===== config.mk =====
export PLATFORM = sky130hd
export DESIGN_NAME = vs1003_spi_responder
export DESIGN_NICKNAME = d
export VERILOG_FILES = /design/src/rtl/vs1003_pkg.sv /design/src/rtl/vs1003_spi_responder_sync_fifo.sv /design/src/rtl/vs1003_spi_responder.sv
export SDC_FILE = /design/constraint.sdc
export NUM_CORES = 1
export LEC_CHECK = 0
export ABC_AREA = 1
export CAP_MARGIN = 10
export CELL_PAD_IN_SITES_DETAIL_PLACEMENT = 1
export CELL_PAD_IN_SITES_GLOBAL_PLACEMENT = 1
export CORE_MARGIN = 1.5
export CORE_UTILIZATION = 53
export CTS_CLUSTER_SIZE = 20
export DETAILED_ROUTE_END_ITERATION = 10
export GPL_TIMING_DRIVEN = 0
export PLACE_DENSITY = 0.92
export SYNTH_ARGS = -nofsm -noshare
export SYNTH_HDL_FRONTEND = slang
export SYNTH_SLANG_ARGS = --single-unit

===== constraint.sdc =====
create_clock -name clk_temp -period 3.3 [get_ports clk_temp]
set_input_delay 0.33 -clock clk_temp [delete_from_list [all_inputs] [get_ports clk_temp]]
set_output_delay 0.33 -clock clk_temp [all_outputs]
set_load 0.02 [all_outputs]

===== src/rtl/vs1003_pkg.sv =====
// Shared constants for the VS1003 serial-interface responder: SCI opcodes,
// register addresses, reset values and frame lengths.
package vs1003_pkg;

  localparam logic [7:0]  OP_WRITE       = 8'h02;
  localparam logic [7:0]  OP_READ        = 8'h03;

  localparam logic [7:0]  ADDR_MODE      = 8'h00;
  localparam logic [7:0]  ADDR_VOL       = 8'h0B;

  localparam logic [15:0] MODE_RESET_VAL = 16'h0800;
  localparam int          SM_RESET_BIT   = 2;

  localparam int          SCI_FRAME_BITS = 32;
  localparam int          SDI_FRAME_BITS = 16;

  // MODE value as stored: the soft-reset request bit never sticks.
  function automatic logic [15:0] mode_store(input logic [15:0] data);
    logic [15:0] v;
    v = data;
    v[SM_RESET_BIT] = 1'b0;
    return v;
  endfunction

endpackage


===== src/rtl/vs1003_spi_responder_sync_fifo.sv =====
// First-word fall-through FIFO for SDI audio words, with synchronous flush and
// occupancy output. A push while full is dropped unless a pop happens in the
// same cycle, in which case both succeed.
module sync_fifo #(
  parameter int DEPTH = 16,
  parameter int W     = 16,
  localparam int AW   = $clog2(DEPTH)
) (
  input  logic          clk_temp,
  input  logic          rst_n,
  input  logic          flush,
  input  logic          push,
  input  logic [W-1:0]  din,
  input  logic          pop,
  output logic [W-1:0]  dout,
  output logic          valid,
  output logic          full,
  output logic [AW:0]   occupancy
);

  localparam logic [AW:0] DEPTH_C = (AW+1)'(DEPTH);

  logic [W-1:0]  mem [DEPTH];
  logic [AW-1:0] wr_ptr;
  logic [AW-1:0] rd_ptr;
  logic [AW:0]   count;
  logic          do_push;
  logic          do_pop;

  assign valid     = (count != '0);
  assign full      = (count == DEPTH_C);
  assign occupancy = count;
  assign do_pop    = pop & valid;
  assign do_push   = push & (~full | do_pop);
  assign dout      = valid ? mem[rd_ptr] : '0;

  // Storage array: written on every accepted push, never reset.
  always_ff @(posedge clk_temp) begin
    if (do_push) mem[wr_ptr] <= din;
  end

  // Pointers and occupancy; flush empties the FIFO in one cycle.
  always_ff @(posedge clk_temp or negedge rst_n) begin
    if (!rst_n) begin
      wr_ptr <= '0;
      rd_ptr <= '0;
      count  <= '0;
    end else if (flush) begin
      wr_ptr <= '0;
      rd_ptr <= '0;
      count  <= '0;
    end else begin
      if (do_push) wr_ptr <= wr_ptr + 1'b1;
      if (do_pop)  rd_ptr <= rd_ptr + 1'b1;
      case ({do_push, do_pop})
        2'b10:   count <= count + 1'b1;
        2'b01:   count <= count - 1'b1;
        default: count <= count;
      endcase
    end
  end

endmodule


===== src/rtl/vs1003_spi_responder.sv =====
// Slave-side VS1003 serial interface: synchronizes the pin inputs, decodes SCI
// command frames and SDI data words, holds MODE/VOL, buffers audio words and
// drives DREQ flow control.
//
// Consumer handshake: o_word is valid whenever o_word_valid is high; a word is
// removed on every clk_temp edge where o_word_valid and i_word_ready are both
// high. o_word_valid never drops without a pop, flush, or reset.
module vs1003_spi_responder
  import vs1003_pkg::*;
#(
  parameter int FIFO_DEPTH = 16,
  parameter int DREQ_SLACK = 2,
  parameter int SCI_BUSY   = 32,
  parameter int RESET_BUSY = 64
) (
  input  logic        clk_temp,
  input  logic        rst_n,
  input  logic        i_XRST,
  input  logic        i_XCS,
  input  logic        i_XDCS,
  input  logic        i_SCK,
  input  logic        i_SI,
  output logic        o_DREQ,
  output logic [15:0] o_mode,
  output logic [15:0] o_vol,
  output logic        o_sci_wr,
  output logic [15:0] o_word,
  output logic        o_word_valid,
  input  logic        i_word_ready,
  output logic [15:0] o_sdi_count,
  output logic        o_err
);

  localparam int AW       = $clog2(FIFO_DEPTH);
  localparam int BUSY_MAX = (RESET_BUSY > SCI_BUSY) ? RESET_BUSY : SCI_BUSY;
  localparam int BW       = $clog2(BUSY_MAX + 1);
  localparam logic [BW-1:0] BUSY_RESET = BW'(RESET_BUSY);
  localparam logic [BW-1:0] BUSY_SCI   = BW'(SCI_BUSY);
  localparam logic [AW:0]   DREQ_LIMIT = (AW+1)'(FIFO_DEPTH - DREQ_SLACK);
  localparam logic [4:0]    SCI_LAST   = 5'(SCI_FRAME_BITS - 1);
  localparam logic [3:0]    SDI_LAST   = 4'(SDI_FRAME_BITS - 1);

  // Synchronizer stages; selects and XRST rest inactive-high.
  logic [1:0] xrst_sync, xcs_sync, xdcs_sync, sck_sync, si_sync;
  logic       sck_prev;

  logic       xrst_low, xcs_low, xdcs_low, sck_rise, si_bit;

  logic [31:0] sci_sh;
  logic [4:0]  sci_cnt;
  logic        sci_done;
  logic [15:0] sdi_sh;
  logic [3:0]  sdi_cnt;
  logic        sdi_done;

  logic [7:0]  sci_op, sci_addr;
  logic [15:0] sci_data;
  logic        sci_write, mode_hit, vol_hit, soft_reset;

  logic [BW-1:0] busy;
  logic          fifo_full;
  logic [AW:0]   fifo_occ;
  logic          pop_ok, push_ok, fifo_flush;
  logic          err_event;

  assign xrst_low = ~xrst_sync[1];
  assign xcs_low  = ~xcs_sync[1];
  assign xdcs_low = ~xdcs_sync[1];
  assign sck_rise = sck_sync[1] & ~sck_prev;
  assign si_bit   = si_sync[1];

  assign sci_op     = sci_sh[31:24];
  assign sci_addr   = sci_sh[23:16];
  assign sci_data   = sci_sh[15:0];
  assign sci_write  = sci_done & (sci_op == OP_WRITE);
  assign mode_hit   = sci_write & (sci_addr == ADDR_MODE);
  assign vol_hit    = sci_write & (sci_addr == ADDR_VOL);
  assign soft_reset = mode_hit & sci_data[SM_RESET_BIT];

  assign pop_ok     = o_word_valid & i_word_ready;
  assign push_ok    = sdi_done & (~fifo_full | pop_ok);
  assign fifo_flush = soft_reset | xrst_low;

  assign err_event = ~xrst_low & (
      (sck_rise & xcs_low & xdcs_low)
    | (~xcs_low & (sci_cnt != '0))
    | (~xdcs_low & (sdi_cnt != '0))
    | (sci_done & (sci_op != OP_WRITE))
    | (sdi_done & fifo_full & ~pop_ok));

  // Two-flop synchronizers for all pin inputs plus SCK edge history.
  always_ff @(posedge clk_temp or negedge rst_n) begin
    if (!rst_n) begin
      xrst_sync <= 2'b11;
      xcs_sync  <= 2'b11;
      xdcs_sync <= 2'b11;
      sck_sync  <= 2'b00;
      si_sync   <= 2'b00;
      sck_prev  <= 1'b0;
    end else begin
      xrst_sync <= {xrst_sync[0], i_XRST};
      xcs_sync  <= {xcs_sync[0], i_XCS};
      xdcs_sync <= {xdcs_sync[0], i_XDCS};
      sck_sync  <= {sck_sync[0], i_SCK};
      si_sync   <= {si_sync[0], i_SI};
      sck_prev  <= sck_sync[1];
    end
  end

  // SCI and SDI shifters with bit counters; frame-complete flags fire one
  // cycle after the last bit lands.
  always_ff @(posedge clk_temp or negedge rst_n) begin
    if (!rst_n) begin
      sci_sh   <= '0;
      sci_cnt  <= '0;
      sci_done <= 1'b0;
      sdi_sh   <= '0;
      sdi_cnt  <= '0;
      sdi_done <= 1'b0;
    end else if (xrst_low) begin
      sci_sh   <= '0;
      sci_cnt  <= '0;
      sci_done <= 1'b0;
      sdi_sh   <= '0;
      sdi_cnt  <= '0;
      sdi_done <= 1'b0;
    end else begin
      sci_done <= 1'b0;
      sdi_done <= 1'b0;
      if (sck_rise && xcs_low && !xdcs_low) begin
        sci_sh  <= {sci_sh[30:0], si_bit};
        sci_cnt <= (sci_cnt == SCI_LAST) ? '0 : sci_cnt + 1'b1;
        if (sci_cnt == SCI_LAST) sci_done <= 1'b1;
      end else if (!xcs_low && sci_cnt != '0) begin
        sci_cnt <= '0;
      end
      if (sck_rise && xdcs_low && !xcs_low) begin
        sdi_sh  <= {sdi_sh[14:0], si_bit};
        sdi_cnt <= (sdi_cnt == SDI_LAST) ? '0 : sdi_cnt + 1'b1;
        if (sdi_cnt == SDI_LAST) sdi_done <= 1'b1;
      end else if (!xdcs_low && sdi_cnt != '0) begin
        sdi_cnt <= '0;
      end
      if (soft_reset) sdi_cnt <= '0;
    end
  end

  // Architectural registers, write strobe and accepted-word counter.
  always_ff @(posedge clk_temp or negedge rst_n) begin
    if (!rst_n) begin
      o_mode      <= MODE_RESET_VAL;
      o_vol       <= '0;
      o_sci_wr    <= 1'b0;
      o_sdi_count <= '0;
    end else if (xrst_low) begin
      o_mode      <= MODE_RESET_VAL;
      o_vol       <= '0;
      o_sci_wr    <= 1'b0;
      o_sdi_count <= '0;
    end else begin
      o_sci_wr <= sci_write;
      if (mode_hit) o_mode <= mode_store(sci_data);
      if (vol_hit)  o_vol  <= sci_data;
      if (soft_reset)   o_sdi_count <= '0;
      else if (push_ok) o_sdi_count <= o_sdi_count + 1'b1;
    end
  end

  // Busy counter: reset-class events win over an ordinary SCI write.
  always_ff @(posedge clk_temp or negedge rst_n) begin
    if (!rst_n)               busy <= BUSY_RESET;
    else if (xrst_low)        busy <= BUSY_RESET;
    else if (soft_reset)      busy <= BUSY_RESET;
    else if (sci_write)       busy <= BUSY_SCI;
    else if (busy != '0)      busy <= busy - 1'b1;
  end

  // Registered DREQ from reset, busy and FIFO occupancy.
  always_ff @(posedge clk_temp or negedge rst_n) begin
    if (!rst_n) o_DREQ <= 1'b0;
    else        o_DREQ <= ~xrst_low & (busy == '0) & (fifo_occ < DREQ_LIMIT);
  end

  // Sticky protocol error; only rst_n clears it.
  always_ff @(posedge clk_temp or negedge rst_n) begin
    if (!rst_n)         o_err <= 1'b0;
    else if (err_event) o_err <= 1'b1;
  end

  sync_fifo #(.DEPTH(FIFO_DEPTH), .W(16)) u_fifo (
    .clk_temp  (clk_temp),
    .rst_n     (rst_n),
    .flush     (fifo_flush),
    .push      (sdi_done),
    .din       (sdi_sh),
    .pop       (i_word_ready),
    .dout      (o_word),
    .valid     (o_word_valid),
    .full      (fifo_full),
    .occupancy (fifo_occ)
  );

endmodule


# After elaboration in Yosys (flattened, before gate mapping)
# Memory sizes are Yosys's and may differ from the RTL's.
# Index checks and enable logic that the tools add are counted.
dict set report op_classes {
  n_addsub 8
  eq_ne 16
  bitwise 29
  n_reduce_logical 15
  order_cmp 1
  muxes 40
}
# op n
set op_table {}
lappend op_table {{two-way mux 16 bit} 10}
lappend op_table {{two-way mux 32 bit} 2}
lappend op_table {{two-way mux 4 bit} 9}
lappend op_table {{two-way mux 7 bit} 4}
lappend op_table {{two-way mux 5 bit} 5}
lappend op_table {{AND 1 bit} 17}
lappend op_table {{adder 16 x 1 -> 16 bit (second input constant)} 1}
lappend op_table {{adder 4 x 1 -> 4 bit (second input constant)} 3}
lappend op_table {{adder 5 x 1 -> 5 bit (second input constant)} 2}
lappend op_table {{== test 5 bit (second input constant)} 2}
lappend op_table {{case mux 5 bit (2 select lines)} 1}
lappend op_table {{nonzero test 5 bit} 2}
lappend op_table {{two-way mux 1 bit} 9}
lappend op_table {{== test 8 x 2 -> 1 bit (second input constant)} 1}
lappend op_table {{== test 8 x 4 -> 1 bit (second input constant)} 1}
lappend op_table {{logical NOT 8 bit} 1}
lappend op_table {{!= test 2 x 1 -> 1 bit (second input constant)} 4}
lappend op_table {{!= test 4 x 1 -> 1 bit (second input constant)} 2}
lappend op_table {{!= test 8 x 2 -> 1 bit (second input constant)} 1}
lappend op_table {{logical NOT 7 bit} 1}
lappend op_table {{nonzero test 7 bit} 1}
lappend op_table {{subtractor 7 x 1 -> 7 bit (second input constant)} 1}
lappend op_table {{logical AND 1 bit} 6}
lappend op_table {{!= test 3 x 1 -> 1 bit (second input constant)} 2}
lappend op_table {{other kinds (10)} 21}
dict set report totals {
  mem_bits_rw 256
  word_cells 132
  n_memories 1
  regBits 141
  inputBits 8
}
# name words word_bits rd rd_ports_with_merged_regs wr line
set mem_list {}
lappend mem_list {u_fifo.mem 16 16 1 0 1 vs1003_spi_responder_sync_fifo.sv:23} ;# logic [W-1:0] mem [DEPTH];

# Logic depth before layout (Yosys ltp)
dict set report depth {
  word_depth 9
  ltp_mapped 14
}

# By module
# Synthesis repeated with hierarchy kept, for this count alone.
dict set report unflattened {
  hier_cells 1570
  area_unflattened_um2 16658.5
}
# mod area_per_inst_um2 cells_per_inst n_inst
set by_module_without_submodules {}
lappend by_module_without_submodules {sync_fifo 11180.7 968 1}
lappend by_module_without_submodules {vs1003_spi_responder 5477.8 602 1}

# Worst setup path before layout
# OpenSTA, ideal clock, no wires.
dict set report synth_timing {
  path_type {flip-flop to flip-flop}
  startpoint {register u_fifo.count[4], in the netlist u_fifo.occupancy[4]}
  endpoint {memory u_fifo.mem[0][0] (enable)}
  period_less_slack_ps 2161
  setup_slack_ps 1139
  required_time_ps 2912
  t_arrival_ps 1773
  path_stages_with_launch 9
  path_cell_list {dfrtp_1 > inv_1 > nor2_1 > nand3_2 > nand2_4 > inv_2 > buf_2 > nand2_1 > nor2_1}
}
dict set report synth_via {
  elab_chain_cells 6
}
# item line
set synth_rtl {}
lappend synth_rtl {{from (decl)} vs1003_spi_responder_sync_fifo.sv:26} ;# logic [AW:0] count;
lappend synth_rtl {{from (signal assigned)} vs1003_spi_responder_sync_fifo.sv:56} ;# 2'b10: count <= count + 1'b1;
lappend synth_rtl {{from (signal assigned)} vs1003_spi_responder_sync_fifo.sv:57} ;# 2'b01: count <= count - 1'b1;
lappend synth_rtl {{from (signal assigned)} vs1003_spi_responder_sync_fifo.sv:58} ;# default: count <= count;
lappend synth_rtl {{nonzero test 5 bit / == test 5 bit (equally long branches)} {vs1003_spi_responder_sync_fifo.sv:30, vs1003_spi_responder_sync_fifo.sv:31}}
lappend synth_rtl {{AND 1 bit / NOT 1 bit (equally long branches)} {vs1003_spi_responder_sync_fifo.sv:33, vs1003_spi_responder_sync_fifo.sv:34}}
lappend synth_rtl {{OR 1 bit *} vs1003_spi_responder_sync_fifo.sv:34} ;# assign do_push = push & (~full | do_pop);
lappend synth_rtl {{AND 1 bit *} vs1003_spi_responder_sync_fifo.sv:34}
lappend synth_rtl {{two-way mux 1 bit *} vs1003_spi_responder_sync_fifo.sv:39} ;# if (do_push) mem[wr_ptr] <= din;
lappend synth_rtl {{two-way mux 1 bit (not written as such) *} vs1003_spi_responder_sync_fifo.sv:39}
lappend synth_rtl {{to (decl)} vs1003_spi_responder_sync_fifo.sv:23}
# Mark *: on every way between the ends. The rest lies on a longest branch, timed or not.

# Final worst setup path
dict set report layout_timing {
  startpoint {register u_fifo.rd_ptr[0]}
  endpoint {output o_word[12]}
}
dict set report layout_via {
  elab_chain_cells 2
}
# item line
set layout_rtl {}
lappend layout_rtl {{from (decl)} vs1003_spi_responder_sync_fifo.sv:25} ;# logic [AW-1:0] rd_ptr;
lappend layout_rtl {{from (signal assigned)} vs1003_spi_responder_sync_fifo.sv:54} ;# if (do_pop) rd_ptr <= rd_ptr + 1'b1;
lappend layout_rtl {{memory read (16 x 16 bit)} --}
lappend layout_rtl {{two-way mux 16 bit} vs1003_spi_responder_sync_fifo.sv:35} ;# assign dout = valid ? mem[rd_ptr] : '0;
lappend layout_rtl {{to (decl)} vs1003_spi_responder.sv:27} ;# output logic [15:0] o_word,
# Every way passes these cells.

==> results.md <==
* Status: finished clean
* Register area share after synthesis at between 60% and 70%
* Height of the die at 180 um
* IO Count at 76
* Core box area at around 0.031 sq mm
* Initial Utilization at a little over half
* Yosys warning total at 0
* Residual DRC at 0
* Post-DR wirelength/cell at between 20 and 30 um
* RR Endpoint: u_fifo.mem[0][4]
* Worst Path Max Fanout at 10
* Area share of the leading cell type in the synthesized netlist at between 40% and 50%
* Final hold vios at 0
* CP Capture Point: o_word[12]
* Die Wd at 180 um
* Final min period at between 3000 and 4000 ps
* FF-to-FF setup slack at 440 ps
* Dpl cells at roughly 1,900
* FF-to-FF path depth at 9
* Top FF cell, synth: edfxtp_1
* Clock sink count at 396
* Area of the mapped netlist at about 0.017 sq mm
* Most common cell after layout, fill and taps aside: nand2_1
* CTS root buffer: clkbuf_16
* Setup crit start kind: register
* Initial antenna violation count at 0
* RSZ-0062 raised after global routing: false
* VDD IR-drop max at between 300 and 400 uV
* Syn_nets at approximately 1,400
* GP Congestion at around 0.9
* First-pass GRT wire length at about 81 mm
* Pwr dens at roughly 540 mW/mm^2
* Worst Hold Class: in2reg
* Worst hold stages at 1
* Crit Path Class: reg2out
* Most frequent cells in the layout: 272 x nand2_1, 256 x edfxtp_1, 130 x dfrtp_1
* Largest cells by area after synthesis: edfxtp_1 47%, dfrtp_1 20%, nand2_1 6.2%
* Worst r2r src: u_fifo.occupancy[4]
* Total CTS buffers at between 40 and 50
* Initial DRC Count at approximately 1,300
* Synth cell types at 47
* Drt pass-1 iters at 6
* Worst clock skew at 24.4 ps
* Routed WL at 53.9 mm
* Filler instances at 3,110
* Post-synth EDFFs at between 200 and 300
* Final period util at 99.6%
* Headroom to the max-slew limit at 31.9%
* Final Net Count at roughly 1,600
* Worst Setup SP: u_fifo.rd_ptr[0]
* DP Wirelength at 33.2 mm
* Final-report setup violation count at 0
* Vias at around 12,000
* Avg Inst Size Synth at approximately 12 sq um
* Hold_ws at between 200 and 250 ps
* DR vias/cell at approximately 6.3
* Leading area contributor after synthesis: edfxtp_1
* Leakage at about 7.6 nW
* Via count of the first global-routing pass at around 13,000
* Antenna Cells at 0
* Logic pwr share at 3.1%
* H-tree levels at 2
* Async SR Flop Fraction at between 30% and 40%
* Place WS at ~7.5 ps
* Setup tns final at 0 ps
* Share of cells above drive strength 1 at between 10% and 20%
* CP Capture Type: output port
* Seq pwr share at between 50 and 60%
* FF+latch count, synth at 396
* Switching share of power at approximately 22%
* WP data arrival at 2960 ps
* P_sw at between 2 and 2.5 mW
* Mapped Cells at 1,411
* Pin count of the biggest net entering global routing at between 80 and 90
* Clock buffer depth at 3
* Max Clk Rate at between 0.3 and 0.4 GHz
* Clock Latency Late Sink at 540 ps
* Die area at 0.0322 sq mm
* CTS tree: built
* Gr ovfl total at 0
* Rows at 64
* Final Max Slew Viols at 0
* Post-route ant nets at 0
* Worst Slack Setup Final at about 14 ps
* Layout area overhead at 17.0%
* Int Pwr at slightly above 8 mW
* Clock power share at around 45%
* Buffers on Ports at 74
* Required @ worst endpoint at between 2000 and 3000 ps
* Final cell count without fillers at about 2,000
* Total power at approximately 10 mW
* Worst slew pin tran at ~1000 ps
* All-Layer GR Usage at about 33%
* Clock Pin Slew Worst Setup and Hold Paths at ~60 ps
* Max-cap violation count at 0
-- cell families after synthesis --
family / count (synthesis) / synth area share, %
AOI/OAI and AO/OA: 290 / 10.8
xor gates and xnor gates: 18 / 0.954
adders and majority gates: 15 / 1.14
buffers and inverters: 165 / 4.45
DFF: 396 / 67.8
muxes: 31 / 1.88
other: 1 / 0.0227
and+or+nand+nor: 495 / 13.0
-- layout make-up --
class	count	area, sq um	area share (%)
flip-flops and latches	396	11200	57.9
multi-input cells	850	4610	23.8
clock buffers	60	1200	6.22
repair buffers	86	891	4.61
well taps	396	495	2.56
plain buffers	69	427	2.21
inverters	96	369	1.91
clock inverters	12	141	0.731
-- power by group through the flow --
| stage | clock network (mW) | logic (mW) | registers, mW |
|---|---|---|---|
| 6_report | 4.72 | 0.324 | 5.35 |
| 5_1_grt | 4.90 | 0.352 | 5.35 |
| 4_1_cts | 4.73 | 0.324 | 5.34 |
| 3_5_place_dp | 0 | 0.300 | 5.44 |
| 3_3_place_gp | 0 | 0.275 | 5.44 |
| 2_1_floorplan | 0 | 0.177 | 5.43 |
-- cells in the mapped netlist (2+ instances only) --
library cell	instances
a211oi_1	2
a21boi_0	17
a21oi_1	49
a31oi_1	2
buf_1	2
buf_2	21
buf_4	10
buf_6	7
clkbuf_1	29
dfrtp_1	132
dfstp_2	8
edfxtp_1	256
ha_1	15
inv_1	90
inv_2	6
mux2i_1	31
nand2_1	272
nand2_2	3
nand2_4	2
nand3_1	45
nand3_2	8
nand3b_1	5
nand4_1	16
nand4_4	2
nor2_1	119
nor2_2	3
nor2_4	2
nor3_1	10
nor3b_1	4
o211ai_1	16
o21ai_0	106
o21ai_1	16
o21ai_2	11
o221a_2	16
o22ai_1	50
xnor2_1	4
xor2_1	14
-- layer usage --
metal  track usage [%]  wire, um
met1              39.0     19100
met2              58.1     27200
met3              5.47      4410
met4              19.3      3160
met5                 0         0
-- metrics by stage --
stage	utilization (%)	cell area [sq um]
final	63.1	19300
after global routing	63.1	19300
after CTS	62.9	19300
after detailed placement	58.3	17900
after global placement	57.9	17800
after floorplan	-	16500
-- critical path: stages (launching register included) --
cell and delay, ps:
dfrtp_2 480, buf_4 250, buf_6 210, o21ai_0 190, o22ai_1 320, nand2_1 160
o211ai_1 140, nand2_1 140, a21oi_1 140, dlygate4sd2_1 370
-- flip-flops by register name, indices dropped and copies added (netlist names), 2 cells and up --
register and count:
xdcs_sync 2, u_fifo.occupancy 5, o_mode 15, xrst_sync 2
o_sdi_count 16, u_fifo.rd_ptr 4, sci_cnt 5, u_fifo.mem 256
u_fifo.wr_ptr 4, xcs_sync 2, busy 7, sdi_cnt 4
sck_sync 2, o_vol 16, sdi_sh 16, si_sync 2
sci_sh 32
-- how the worst min path moves through the flow --
stage / start / to
2_1_floorplan: rst_n / busy[0]
3_3_place_gp: si_sync[0] / si_sync[1]
3_5_place_dp: rst_n / o_vol[6]
4_1_cts: i_XCS / xcs_sync[0]
5_1_grt: i_XCS / xcs_sync[0]
6_report: i_XCS / xcs_sync[0]
-- repair_timing --
action | 4_1_cts | 5_1_grt
buffers inserted | 1 | 0
pin swaps | 0 | 0
setup endpoints to repair | 16 | 9
hold endpoints to repair | 54 | 0
gates resized for setup | 37 | 15
hold buffers | 1 | 0
Note: power is estimated with default switching activity, not from simulation.
